<file path="src/rtl/phys_reg_freelist.sv">
// Circular free list of physical register tags.
// Two allocations and two returns per cycle; tag 0 never circulates.
module phys_reg_freelist #(
   parameter int REG_SIZE       = 64,
   parameter int REG_SIZE_WIDTH = 6
) (
   input  logic                      clk,
   input  logic                      rst,
   input  logic                      alloc_req_first_i,
   input  logic                      alloc_req_second_i,
   output logic                      alloc_grant_o,
   output logic [REG_SIZE_WIDTH-1:0] alloc_prd_first_o,
   output logic [REG_SIZE_WIDTH-1:0] alloc_prd_second_o,
   input  logic                      free_valid_first_i,
   input  logic [REG_SIZE_WIDTH-1:0] free_prd_first_i,
   input  logic                      free_valid_second_i,
   input  logic [REG_SIZE_WIDTH-1:0] free_prd_second_i,
   output logic [REG_SIZE_WIDTH:0]   free_count_o,
   output logic                      empty_o,
   output logic                      overflow_err_o
);

   localparam int PW = REG_SIZE_WIDTH;
   localparam int CW = REG_SIZE_WIDTH + 1;

   logic [PW-1:0] entry [REG_SIZE];
   logic [PW-1:0] head;
   logic [PW-1:0] tail;
   logic [CW-1:0] count;
   logic          overflow_err;

   logic [1:0]    n_req;
   logic [1:0]    n_alloc;
   logic [1:0]    n_free;
   logic          grant;
   logic [CW-1:0] count_after;
   logic [CW-1:0] count_mid;
   logic          want_first;
   logic          want_second;
   logic          acc_first;
   logic          acc_second;
   logic          drop;
   logic [PW-1:0] tail_second;

   always_comb begin
      n_req   = {1'b0, alloc_req_first_i} + {1'b0, alloc_req_second_i};
      grant   = (count >= CW'(n_req));
      n_alloc = grant ? n_req : 2'd0;
      count_after = count - CW'(n_alloc);

      // Capacity is judged after this cycle's allocation; slot 1 loses first.
      want_first  = free_valid_first_i  && (free_prd_first_i  != '0);
      want_second = free_valid_second_i && (free_prd_second_i != '0);
      acc_first   = want_first && (count_after < CW'(REG_SIZE));
      count_mid   = count_after + CW'(acc_first);
      acc_second  = want_second && (count_mid < CW'(REG_SIZE));
      drop        = (want_first & ~acc_first) | (want_second & ~acc_second);
      n_free      = {1'b0, acc_first} + {1'b0, acc_second};
      tail_second = tail + PW'(acc_first);
   end

   assign alloc_grant_o     = grant;
   assign alloc_prd_first_o = entry[head];
   assign alloc_prd_second_o =
      (alloc_req_second_i & ~alloc_req_first_i) ? entry[head]
                                                : entry[head + PW'(1)];
   assign free_count_o   = count;
   assign empty_o        = (count == '0);
   assign overflow_err_o = overflow_err;

   always_ff @(posedge clk or posedge rst) begin
      if (rst) begin
         for (int i = 0; i < REG_SIZE; i++)
            entry[i] <= (i == REG_SIZE - 1) ? '0 : PW'(i + 1);
      end else begin
         if (acc_first)
            entry[tail] <= free_prd_first_i;
         if (acc_second)
            entry[tail_second] <= free_prd_second_i;
      end
   end

   always_ff @(posedge clk or posedge rst) begin
      if (rst) begin
         head         <= '0;
         tail         <= PW'(REG_SIZE - 1);
         count        <= CW'(REG_SIZE - 1);
         overflow_err <= 1'b0;
      end else begin
         head  <= head + PW'(n_alloc);
         tail  <= tail + PW'(n_free);
         count <= count_after + CW'(n_free);
         if (drop)
            overflow_err <= 1'b1;
      end
   end

endmodule

</file>
<file path="config.mk">
export PLATFORM = sky130hd
export DESIGN_NAME = phys_reg_freelist
export DESIGN_NICKNAME = d
export VERILOG_FILES = /design/src/rtl/phys_reg_freelist.sv
export SDC_FILE = /design/constraint.sdc
export NUM_CORES = 1
export LEC_CHECK = 0
export BUFFER_PORTS_ARGS = -buffer_cell sky130_fd_sc_hd__buf_2
export CORE_ASPECT_RATIO = 1.4
export CORE_MARGIN = 1.5
export CORE_UTILIZATION = 58
export CTS_CLUSTER_DIAMETER = 150
export DETAILED_ROUTE_END_ITERATION = 6
export PLACE_DENSITY = 0.77
export SLEW_MARGIN = 20
export SYNTH_ARGS = -nofsm -noshare
export SYNTH_HDL_FRONTEND = slang
export SYNTH_SLANG_ARGS = --single-unit
</file>
<file path="constraint.sdc">
create_clock -name clk -period 14 [get_ports clk]
set_clock_uncertainty 0.1 [all_clocks]
set_input_delay 2.8 -clock clk [delete_from_list [all_inputs] [get_ports clk]]
set_output_delay 2.8 -clock clk [all_outputs]
set_load 0.005 [all_outputs]
</file>
; ---- Word-level counts from Yosys, hierarchy flattened
; Index checks and enable logic that the tools add are counted.
[word_totals]
regBits = 404
in_bits = 18
output_inout_bits = 22
word_cells = 122
[op_classes]
addsub = 9
magnitude_cmp = 9
n_mux = 16
bitwise_logic = 11
reduce_logical = 9
[op_table]
columns = operator, n
row1 = bitwise mux 384 bit, 2
row2 = two-way mux 384 bit, 2
row3 = binary-select mux 6 bit (select 6 bit), 2
row4 = demux 6 bit (select 6 bit), 2
row5 = two-way mux 6 bit, 7
row6 = greater-or-equal comparator 7 bit (second input constant), 4
row7 = inverter 6 -> 7 bit, 4
row8 = < comparator 7 x 1 -> 1 bit (second input constant), 2
row9 = < comparator 7 bit (second input constant), 2
row10 = adder 6 x 2 -> 6 bit, 2
row11 = nonzero test 6 bit, 2
row12 = adder 7 x 1 -> 7 bit, 1
row13 = adder 7 x 2 -> 7 bit, 1
row14 = greater-or-equal comparator 7 x 2 -> 1 bit, 1
row15 = zero test 7 bit, 1
row16 = subtractor 7 x 2 -> 7 bit, 1
row17 = adder 6 x 1 -> 6 bit, 1
row18 = adder 6 x 1 -> 6 bit (second input constant), 1
row19 = logical AND 1 bit, 6
row20 = adder 1 x 1 -> 2 bit, 2
row21 = bitwise AND 1 bit, 3
row22 = inverter 1 bit, 3
row23 = two-way mux 2 bit, 1
row24 = bitwise OR 1 bit, 1

; ---- Longest topological paths before layout
[logic_depth]
ltp_word = 14
mapped_depth = 26
depth_no_buf = 22

; ---- Worst setup path after synthesis
; OpenSTA, ideal clock, no wires.
[synth_path]
path_type = input to register
startpoint = input alloc_req_first_i
endpoint = register entry[26] (netlist name)
setup_ps = 93
t_arrival_ps = 7837
required_time_ps = 13807
setup_slack_ps = 5970
cell_stages = 26
path_buffers = 4
path_cell_list = inv_1 ha_1 inv_1 ha_1 nand2b_1 a211oi_1 nor2_1 ha_1 inv_1 fa_1 clkbuf_1 nor2_1 nand3b_1 and3_1 clkbuf_1 and2_1 ha_1 ha_1 xnor2_1 o2111ai_1 or4b_1 clkbuf_1 or4_1 clkbuf_1 nor2_1 a21oi_1
[synth_between]
elab_chain_len = 14
word_cells_on_any_way = 19
cone_classes = 4 x add/sub / 5 x order compare / 6 x mux / 1 x bitwise / 3 x reduce/logical
[synth_lines]
columns = element, line_no
row1 = "start, declared", 9  ; input logic alloc_req_first_i,
row2 = adder 1 x 1 -> 2 bit (*), 46  ; n_req = {1'b0, alloc_req_first_i} + {1'b0, alloc_req_second_i};
row3 = greater-or-equal comparator 7 x 2 -> 1 bit, 47  ; grant = (count >= CW'(n_req));
row4 = two-way mux 2 bit (*), 48  ; n_alloc = grant ? n_req : 2'd0;
row5 = subtractor 7 x 2 -> 7 bit (*), 49  ; count_after = count - CW'(n_alloc);
row6 = < comparator 7 bit, 54  ; acc_first = want_first && (count_after < CW'(REG_SIZE));
row7 = logical AND 1 bit, 54
row8 = adder 6 x 1 -> 6 bit, 59  ; tail_second = tail + PW'(acc_first);
row9 = inverter 6 -> 7 bit (implied by the code), 79  ; entry[tail_second] <= free_prd_second_i;
row10 = greater-or-equal comparator 7 bit (implied by the code) or < comparator 7 x 1 -> 1 bit (tied branches), 79
row11 = logical AND 1 bit (implied by the code), 79
row12 = two-way mux 6 bit (implied by the code), 79
row13 = demux 6 bit (select 6 bit), 79
row14 = bitwise mux 384 bit, 79
row15 = two-way mux 384 bit (*), 78  ; if (acc_second)
row16 = "end signal, assigned by index", 74  ; entry[i] <= (i == REG_SIZE - 1) ? '0 : PW'(i + 1);
row17 = "end signal, assigned by index", 77  ; entry[tail] <= free_prd_first_i;
row18 = "end signal, assigned by index", 79
row19 = "end, declared", 26  ; logic [PW-1:0] entry [REG_SIZE];
; Mark *: on every way between the ends. The rest lies on a longest branch, timed or not.
; A chain may end at the register's enable or synchronous reset.

; ---- Final worst setup path
[layout_path]
startpoint = input alloc_req_first_i
endpoint = register entry[275] (netlist name)
; The elaborated chain is that of the path after synthesis.

==> results_dict.tcl <==
set metrics [dict create \
    fp.coreArea_mm2 0.0479 \
    drive_above_1_share 0.512 \
    power.density_mw_per_mm2 265 \
    status "finished clean" \
    clk_path_buf_depth 3 \
    drv_slew 0 \
    worst_pin_slew_ns 1.27 \
    drc 0 \
    comb_power_share 0.533 \
    cts_tree "yes" \
    ys_types 74 \
    row_count 95 \
    clk_latency_ns 0.56 \
    irDropWorstVdd_mv 0.188 \
    path_buf_inv 4 \
    clock_sinks 404 \
    pwr-share-clk 0.151 \
    layout_common_cells "mux2_2 (579), dfstp_2 (204), dfrtp_1 (197), mux2i_1 (178), mux4_2 (162)" \
    numCtsBuffers 42 \
    drtAntennaViolNets 0 \
    fill_cells 3676 \
    r2r_cells 19 \
    internal-power_mw 4.64 \
    ys_ff_latch 404 \
    syn-num-nets 2385 \
    power_frac_seq 0.316 \
    grt_pass1_wl_mm 140 \
    finalCritPeriodShare 0.655 \
    syn-mean-instance-area_um2 12.0 \
    grt_usage 0.378 \
    yosys.area.top_type "mux2_2" \
    tns_ns 0 \
    syn2layout_area_growth_pct 6.34 \
    worstSetupEndpointType "flip-flop" \
    slowest_stage "nand4_1" \
    routed_via_density 7.28 \
    vias 21100 \
    path_common_cell "ha_1" \
    path_cells "buf_2 -> inv_1 -> ha_1 -> inv_1 -> ha_1 -> nand2b_1 -> a211oi_1 -> nor2_1 -> ha_1 -> inv_1 -> fa_1 -> nor2_1 -> nand3b_1 -> and3_1 -> and2_1 -> ha_1 -> ha_1 -> xnor2_1 -> o2111a_1 -> nand4_1 -> nor2_1 -> mux2_2" \
    wl_per_cell_um 32.1 \
    initial_core_util 0.586 \
    dp_slack_ns 4.59 \
    critPathTopFamily "simple AND/OR/NAND/NOR gates" \
    slowest_delay_ns 0.98 \
    drt_iter0_markers 2300 \
    maxCapViolCount 0 \
    cp_num_cells 22 \
    p_switching_mw 3.28 \
    grt_use_met2 0.587 \
    globalplace.congestion 0.973 \
    syn_area_mm2 0.0281 \
    netlist_top_cells_area "mux2_2 (23%), dfstp_2 (19%), dfrtp_1 (18%)" \
    arrival_ns 9.51 \
    rsz0062_at_grt "false" \
    wl_mm 92.9 \
    cts_resized 0 \
    hold_viol_final 0 \
    die-area_mm2 0.0497 \
    die_y_um 263 \
    crit_type "primary input to flip-flop" \
    layout_commonest_cell "mux2_2" \
    crit_fanout 9 \
    power.leakage_nw 12.4 \
    finalNetCount 2257 \
    drtPass1Iterations 6 \
    fp.dieW_um 189 \
    syn_inst 2348 \
    hold_depth 1 \
    yosysWarnings 0 \
    synth_edf_count 0 \
    antenna_found_initial 7 \
    grt-ovfl-total 0 \
    seq_area_frac_synth 0.369 \
    grt_pass1_vias 22100 \
    boundaryPins 40 \
    grtUsageMet3 0.0984 \
    busiest_layer "met2" \
    synth_ff_type "dfstp_2" \
    fin_crit_ns 9.17 \
    post-cts-setup-buffers 0 \
    htree_levels 2 \
    io_buffers 39 \
    setup-violations-final 0 \
    ys_async_sr_fraction 1.00 \
    yosysTopAreaCellShare 0.232 \
    swShare 0.414 \
    setup_ws_ns 4.83 \
    path_clk_slew_ns 0.06 \
    fmax_mhz 109 \
    cts_root_buf "clkbuf_16" \
    relSlewSlack 0.154 \
    startpoint_type "primary input" \
    hold_class "flip-flop to flip-flop" \
    grt_use_met1 0.440 \
    grt_start_max_net_pins 152 \
    worstPathRequired_ns 14.35 \
    post-dp-hpwl_mm 60.0 \
    cts_hold_buf 0 \
]
[cells in the mapped netlist, drive strengths merged, types with 16 or more instances]
cell	n
a21oi	68
a22oi	16
and3	21
buf	57
clkbuf	191
dfrtp	200
dfstp	204
ha	17
inv	19
mux2	604
mux2i	178
mux4	162
nand2	149
nand3	28
nor2	93
nor3	58
o21ai	37
or3	37
xnor2	17
[registers in the layout, indices dropped and copies added (netlist names)]
name            cells
entry             384
free_count_o        7
head                6
tail                6
overflow_err_o      1
[per-stage QoR]
stage,hold slack [ns],std cells,instance area [um2],util,power (mW)
after global placement,0.416,2806,28400,0.593,6.35
final,0.426,2891,29800,0.623,7.92
after detailed placement,0.422,2806,28400,0.593,6.51
after floorplan,0.368,2348,28100,-,5.26
after global routing,0.431,2884,29800,0.623,8.19
after CTS,0.435,2884,29800,0.623,7.73
[area by class of cell]
class                      instances  area [um2]  area share
antenna                            7        17.5    0.000587
multi-input combinational       1676       16600       0.558
tap                              630         788      0.0264
timing repair buffer              76         498      0.0167
clock buffer                      64        1270      0.0425
clock inverter                    14         179     0.00599
sequential                       404       10400       0.347
inverter                          20        82.6     0.00277
[worst paths after layout]
check	to	slack, ns	start
setup / recovery	entry[275]	4.83	alloc_req_first_i
hold / removal	overflow_err_o	0.43	overflow_err_o
setup reg to reg	entry[275]	6.92	free_count_o[0]
hold reg to reg	overflow_err_o	0.43	overflow_err_o
max in group asynchronous	head[0]	10.00	rst
min in group asynchronous	entry[337]	2.28	rst
[logic make-up after synthesis]
group,synth area share
DFF,0.369
AOI/OAI and AO/OA,0.0510
xor gates and xnor gates,0.00749
buffers and inverters,0.0391
adders and majority gates,0.00900
and+or+nand+nor,0.0851
muxes,0.439
[metal layers]
| layer | up-vias | routed length, um |
|---|---|---|
| met5 | - | 76 |
| met4 | 12 | 8710 |
| met3 | 526 | 9590 |
| met2 | 1359 | 43200 |
| met1 | 10600 | 31300 |
| li1 | 8516 | - |
[power by group through the flow]
stage | clock network, mW | logic (mW) | registers (mW)
2_1_floorplan | 0 | 3.10 | 2.16
3_3_place_gp | 0 | 3.91 | 2.43
3_5_place_dp | 0 | 4.02 | 2.49
4_1_cts | 1.21 | 4.05 | 2.47
5_1_grt | 1.25 | 4.39 | 2.56
6_report | 1.20 | 4.22 | 2.50
Note: power is estimated with default switching activity, not from simulation.
